### config.mk
export PLATFORM = sky130hd
export DESIGN_NAME = image_reconstructor_1
export DESIGN_NICKNAME = d
export VERILOG_FILES = /design/src/rtl/image_reconstructor_1.sv
export SDC_FILE = /design/constraint.sdc
export NUM_CORES = 1
export LEC_CHECK = 0
export ABC_AREA = 1
export BUFFER_PORTS_ARGS = -buffer_cell sky130_fd_sc_hd__buf_2
export CORE_MARGIN = 3
export CORE_UTILIZATION = 55
export DETAILED_ROUTE_END_ITERATION = 10
export PLACE_DENSITY = 0.87
export SLEW_MARGIN = 25
export SYNTH_ARGS = -nofsm -noshare
export SYNTH_HDL_FRONTEND = slang
export SYNTH_SLANG_ARGS = --single-unit
### constraint.sdc
create_clock -name clk -period 19.65 [get_ports clk]
set_clock_uncertainty 0.15 [all_clocks]
set_input_delay 2.9475 -clock clk [delete_from_list [all_inputs] [get_ports clk]]
set_output_delay 2.9475 -clock clk [all_outputs]
set_load 0.005 [all_outputs]
### src/rtl/image_reconstructor_1.sv
// Image_Reconstructor_1: streams a 6x8 gray image rebuilt from a 1-bit
// halftone snapshot. Each gray pixel is the 3x3 neighbourhood ones-count
// (edges replicated) scaled to 0..255, handed out with a valid/ready handshake.
module image_reconstructor_1 (
    input  logic       clk,
    input  logic       reset,
    input  logic       Go,
    input  logic       Ready,
    input  logic [1:8] HTPV_Row_1,
    input  logic [1:8] HTPV_Row_2,
    input  logic [1:8] HTPV_Row_3,
    input  logic [1:8] HTPV_Row_4,
    input  logic [1:8] HTPV_Row_5,
    input  logic [1:8] HTPV_Row_6,
    output logic [7:0] pixel_out,
    output logic [5:0] pixel_addr,
    output logic       pixel_valid,
    output logic       Done
);

    localparam int NUM_ROWS = 6;
    localparam int NUM_COLS = 8;
    localparam logic [5:0] LAST_ADDR = 6'd47;

    typedef enum logic [1:0] {ST_IDLE, ST_SEND, ST_DONE} state_t;

    // Presented pixel: gray value plus its linear address.
    typedef struct packed {
        logic [7:0] gray;
        logic [5:0] addr;
    } pix_t;

    // Image storage: img[r][c], r = row-1, c = col-1.
    typedef logic [NUM_ROWS-1:0][NUM_COLS-1:0] img_t;

    state_t     state_q, state_d;
    img_t       img_q, img_d, img_in, src_img;
    pix_t       pix_q, pix_d;
    logic [5:0] src_addr;
    logic [7:0] src_gray;
    logic [1:8] row_in [NUM_ROWS];
    logic       load, hs, last;

    assign row_in[0] = HTPV_Row_1;
    assign row_in[1] = HTPV_Row_2;
    assign row_in[2] = HTPV_Row_3;
    assign row_in[3] = HTPV_Row_4;
    assign row_in[4] = HTPV_Row_5;
    assign row_in[5] = HTPV_Row_6;

    // Input rows are numbered from column 1 on the left; remap to 0-based.
    for (genvar r = 0; r < NUM_ROWS; r++) begin : g_row
        for (genvar c = 0; c < NUM_COLS; c++) begin : g_col
            assign img_in[r][c] = row_in[r][c+1];
        end
    end

    // round(n*255/9) for n = 0..9.
    function automatic logic [7:0] gray_lut(input logic [3:0] n);
        case (n)
            4'd0:    return 8'd0;
            4'd1:    return 8'd28;
            4'd2:    return 8'd57;
            4'd3:    return 8'd85;
            4'd4:    return 8'd113;
            4'd5:    return 8'd142;
            4'd6:    return 8'd170;
            4'd7:    return 8'd198;
            4'd8:    return 8'd227;
            default: return 8'd255;
        endcase
    endfunction

    // Ones-count over the 3x3 window centred on addr, clamping to the edges.
    function automatic logic [7:0] window_gray(input img_t im, input logic [5:0] addr);
        logic [3:0] n;
        int         r, c, rr, cc;
        r = int'(addr[5:3]);
        c = int'(addr[2:0]);
        n = '0;
        for (int dr = -1; dr <= 1; dr++) begin
            for (int dc = -1; dc <= 1; dc++) begin
                rr = r + dr;
                cc = c + dc;
                if (rr < 0) rr = 0;
                else if (rr > NUM_ROWS-1) rr = NUM_ROWS-1;
                if (cc < 0) cc = 0;
                else if (cc > NUM_COLS-1) cc = NUM_COLS-1;
                n = n + 4'(im[rr[2:0]][cc[2:0]]);
            end
        end
        return gray_lut(n);
    endfunction

    // Go only starts a frame outside SEND; a handshake needs a presented pixel.
    assign load = Go && (state_q != ST_SEND);
    assign hs   = (state_q == ST_SEND) && Ready;
    assign last = (pix_q.addr == LAST_ADDR);

    // Single gray evaluator: on a start it reads the live rows at addr 0,
    // otherwise the stored snapshot at the following address.
    assign src_img  = load ? img_in : img_q;
    assign src_addr = load ? 6'd0 : pix_q.addr + 6'd1;
    assign src_gray = window_gray(src_img, src_addr);

    // State register.
    always_ff @(posedge clk or negedge reset) begin
        if (!reset) state_q <= ST_IDLE;
        else        state_q <= state_d;
    end

    // Next-state logic.
    always_comb begin
        state_d = state_q;
        case (state_q)
            ST_IDLE, ST_DONE: if (Go)           state_d = ST_SEND;
            ST_SEND:          if (Ready && last) state_d = ST_DONE;
            default:                             state_d = ST_IDLE;
        endcase
    end

    // Output/datapath next values: snapshot on start, advance on handshake,
    // hold otherwise (stalls and the final handshake leave the pixel alone).
    always_comb begin
        img_d = img_q;
        pix_d = pix_q;
        if (load) begin
            img_d      = img_in;
            pix_d.addr = 6'd0;
            pix_d.gray = src_gray;
        end else if (hs && !last) begin
            pix_d.addr = src_addr;
            pix_d.gray = src_gray;
        end
    end

    // Snapshot and presented-pixel registers.
    always_ff @(posedge clk or negedge reset) begin
        if (!reset) begin
            img_q <= '0;
            pix_q <= '0;
        end else begin
            img_q <= img_d;
            pix_q <= pix_d;
        end
    end

    assign pixel_out   = pix_q.gray;
    assign pixel_addr  = pix_q.addr;
    assign pixel_valid = (state_q == ST_SEND);
    assign Done        = (state_q == ST_DONE);

endmodule
==> reports/metrics.yaml <==
grt-ovfl-total: 0
grt_pass1_vias: 5334
max_freq_mhz: 102
critPathArrivalTime_ps: 9880
r2r-start: "pixel_addr[0]$_DFFE_PN0P_"
ys_seq_area_share_pct: 28.0
wl_um: 16800
grtUsageTotal_pct: 30.1
area_growth_pct: 10.4
setup_tns_ps: 0
antenna_found_initial: 0
dr.first_iter.drc_count: 589
r2r-end: "pixel_out[4]$_DFFE_PN0P_"
period_share_pct: 49.9
grt_first_pass_wirelength_um: 27200
grt_max_degree: 64
hp-start: "pixel_out[5]$_DFFE_PN0P_"
clkTransAtPathRegs_ps: 70
netlist_area_mm2: 0.00563
worstSetupPathType: "in -> reg"
finalHoldViolCount: 0
clk_latency_ps: 370
finalSetupViolations: 0
hold_class: "reg -> reg"
ys_ff_latch: 63
multiInputGateArea_mm2: 0.00345
drc: 0
gp_congestion: 1.02
clockBufferDepth: 2
endpoint_kind: "flop"
viasPerCell: 5.62
initial_core_util_pct: 57.0
cp_max_fo: 46
clock-root-buffer: "clkbuf_8"
fin_cells: 1049
max_slew.worst_pin.slew_ps: 925
crit_path_start_kind: "primary input"
ff_latch_area_mm2: 0.00158
async_flop_share_pct: 100
synth_top_area_share_pct: 28.0
portBuffers: 67
synth_top_area_cell: "dfrtp_1"
synth_cells: 863
slew_headroom_pct: 38.2
synth.area.top_cells: "dfrtp_1, nand2_1, nand3_1, o21ai_0, inv_1"
h-tree-depth: 3
min_delay_path_depth: 2
fp.dieW_um: 107
numCtsBuffers: 9
cts_resized: 0
final_layout_size_suffix_gt1_share_pct: 18.8
fp-row-count: 36
cts_setup_buffers: 0
drv_cap: 0
vias: 5895
r2r_slack_ps: 12150
dp_cells: 1033
hold_buffers: 0
cts_tree: "yes"
core_mm2: 0.00986
fin_crit_ps: 9800
fill_cells: 951
fin_nets: 984
avgSynthCellArea_um2: 6.52
drtPass1Iterations: 6
yosys_warnings: 0
hpwlAfterDp_um: 12700
syn-num-nets: 936
synth_edf_count: 0
finalMaxSlewViolations: 0
status: "finished clean"
post_drt_wl_per_cell_um: 16.0
clock_sinks: 63
antenna_cells: 0
pin_count: 68
hold_end: "pixel_out[5]$_DFFE_PN0P_"
cp.required_ps: 19740
synth-main-ff-cell: "dfrtp_1"
synth.distinct_cells: 40
die_area_mm2: 0.0115
rsz0062_at_grt: "false"
die_h_um: 107
reg2reg_depth: 25
ant_nets: 0
-- cells in the mapped netlist (3+ instances only) --
| library cell | count |
|---|---|
| nand3_1 | 177 |
| clkbuf_1 | 18 |
| nand2_1 | 257 |
| inv_1 | 97 |
| dfrtp_1 | 63 |
| nand2_2 | 5 |
| nand3_4 | 3 |
| o211ai_1 | 7 |
| or2_2 | 43 |
| nand3_2 | 12 |
| buf_2 | 8 |
| inv_2 | 6 |
| ha_1 | 16 |
| o21ai_1 | 4 |
| buf_4 | 8 |
| nand4_1 | 3 |
| nor2_1 | 16 |
| a21oi_1 | 6 |
| fa_1 | 5 |
| o21ai_0 | 83 |
-- worst max-delay path by stage --
stage               start                  endpoint  cells past startpoint
CTS                    Go  pixel_out[4]$_DFFE_PN0P_                     23
detailed placement     Go  pixel_out[4]$_DFFE_PN0P_                     26
floorplan              Go  pixel_out[4]$_DFFE_PN0P_                     29
global route           Go  pixel_out[4]$_DFFE_PN0P_                     26
global placement       Go  pixel_out[4]$_DFFE_PN0P_                     26
finish                 Go  pixel_out[4]$_DFFE_PN0P_                     26
-- layer usage --
metal  track usage [%]  vias to the layer above  share of wire (%)
li1                  -                     2897                  -
met1              39.6                     2648                 42
met2              47.5                      293                 45
met3              6.14                       57                8.4
met4              14.1                        0                4.2
met5                 0                        -                  0
-- through the flow --
| stage | hold WS, ps | worst slack, ps | utilization [%] | area (um^2) |
|---|---|---|---|---|
| after global placement | 316 | 9500 | 60.6 | 5970 |
| final | 330 | 9850 | 62.9 | 6210 |
| after detailed placement | 314 | 9560 | 60.6 | 5970 |
| after CTS | 334 | 9900 | 62.9 | 6200 |
| after global routing | 362 | 9220 | 62.9 | 6210 |
| after floorplan | 323 | 10980 | - | 5630 |
-- cell type report --
class                   count  area share [%]
well taps                 133            2.68
flip-flops and latches     63            25.4
clock inverters             6            1.47
clock buffers              10            2.22
multi-input cells         658            55.6
repair buffers             74            6.25
inverters                 105            6.35
-- critical path, stage by stage --
cell	delay [ps]
buf_2	110
inv_1	80
a21oi_4	710
nor2_1	120
inv_1	450
ha_1	270
ha_1	180
nor2_1	210
inv_1	420
a21oi_1	120
a21oi_2	320
clkinv_1	270
nand3_1	150
nand2_1	70
nand2_1	50
nand2_1	80
fa_1	510
fa_1	510
fa_1	520
fa_1	480
fa_1	460
or2_2	330
nand2_1	130
o21ai_0	140
o32ai_1	150
a21oi_1	90
-- cell usage in the layout, fill, tap and decap left out, types with 2 or more instances in the layout --
master / n
nand2_1: 257
nand3_1: 177
inv_1: 97
o21ai_0: 83
buf_2: 67
dfrtp_1: 63
or2_2: 43
nor2_1: 16
ha_1: 16
nand3_2: 12
clkbuf_8: 10
o211ai_1: 7
buf_4: 7
inv_2: 6
a21oi_1: 6
fa_1: 5
nand2_2: 4
o21ai_1: 4
nand2_4: 3
nand4_1: 3
nand3_4: 3
nor2_4: 2
o21ai_2: 2
clkinv_1: 2
a31oi_1: 2
bufinv_16: 2
inv_6: 2
-- flip-flops by register name (all words and copies together) (netlist names) --
| register | flops |
|---|---|
| img_q | 48 |
| state_q | 2 |
| pixel_addr | 6 |
| pixel_out | 7 |
-- logic make-up (layout without fill, tap and decap cells) --
family                   count (synthesis)  in the layout  synth area share, %
buffers and inverters                  142            195                 10.7
AND/OR/NAND/NOR                        525            525                 44.6
flip-flops                              63             63                 28.0
XOR/XNOR                                 1              1                0.156
AO/OA/AOI/OAI                          111            111                 11.3
adder cells (fa/ha/maj)                 21             21                 5.34
Power is not shown: default switching activity piles up to over one toggle a cycle in this logic, so the estimate is an artifact.
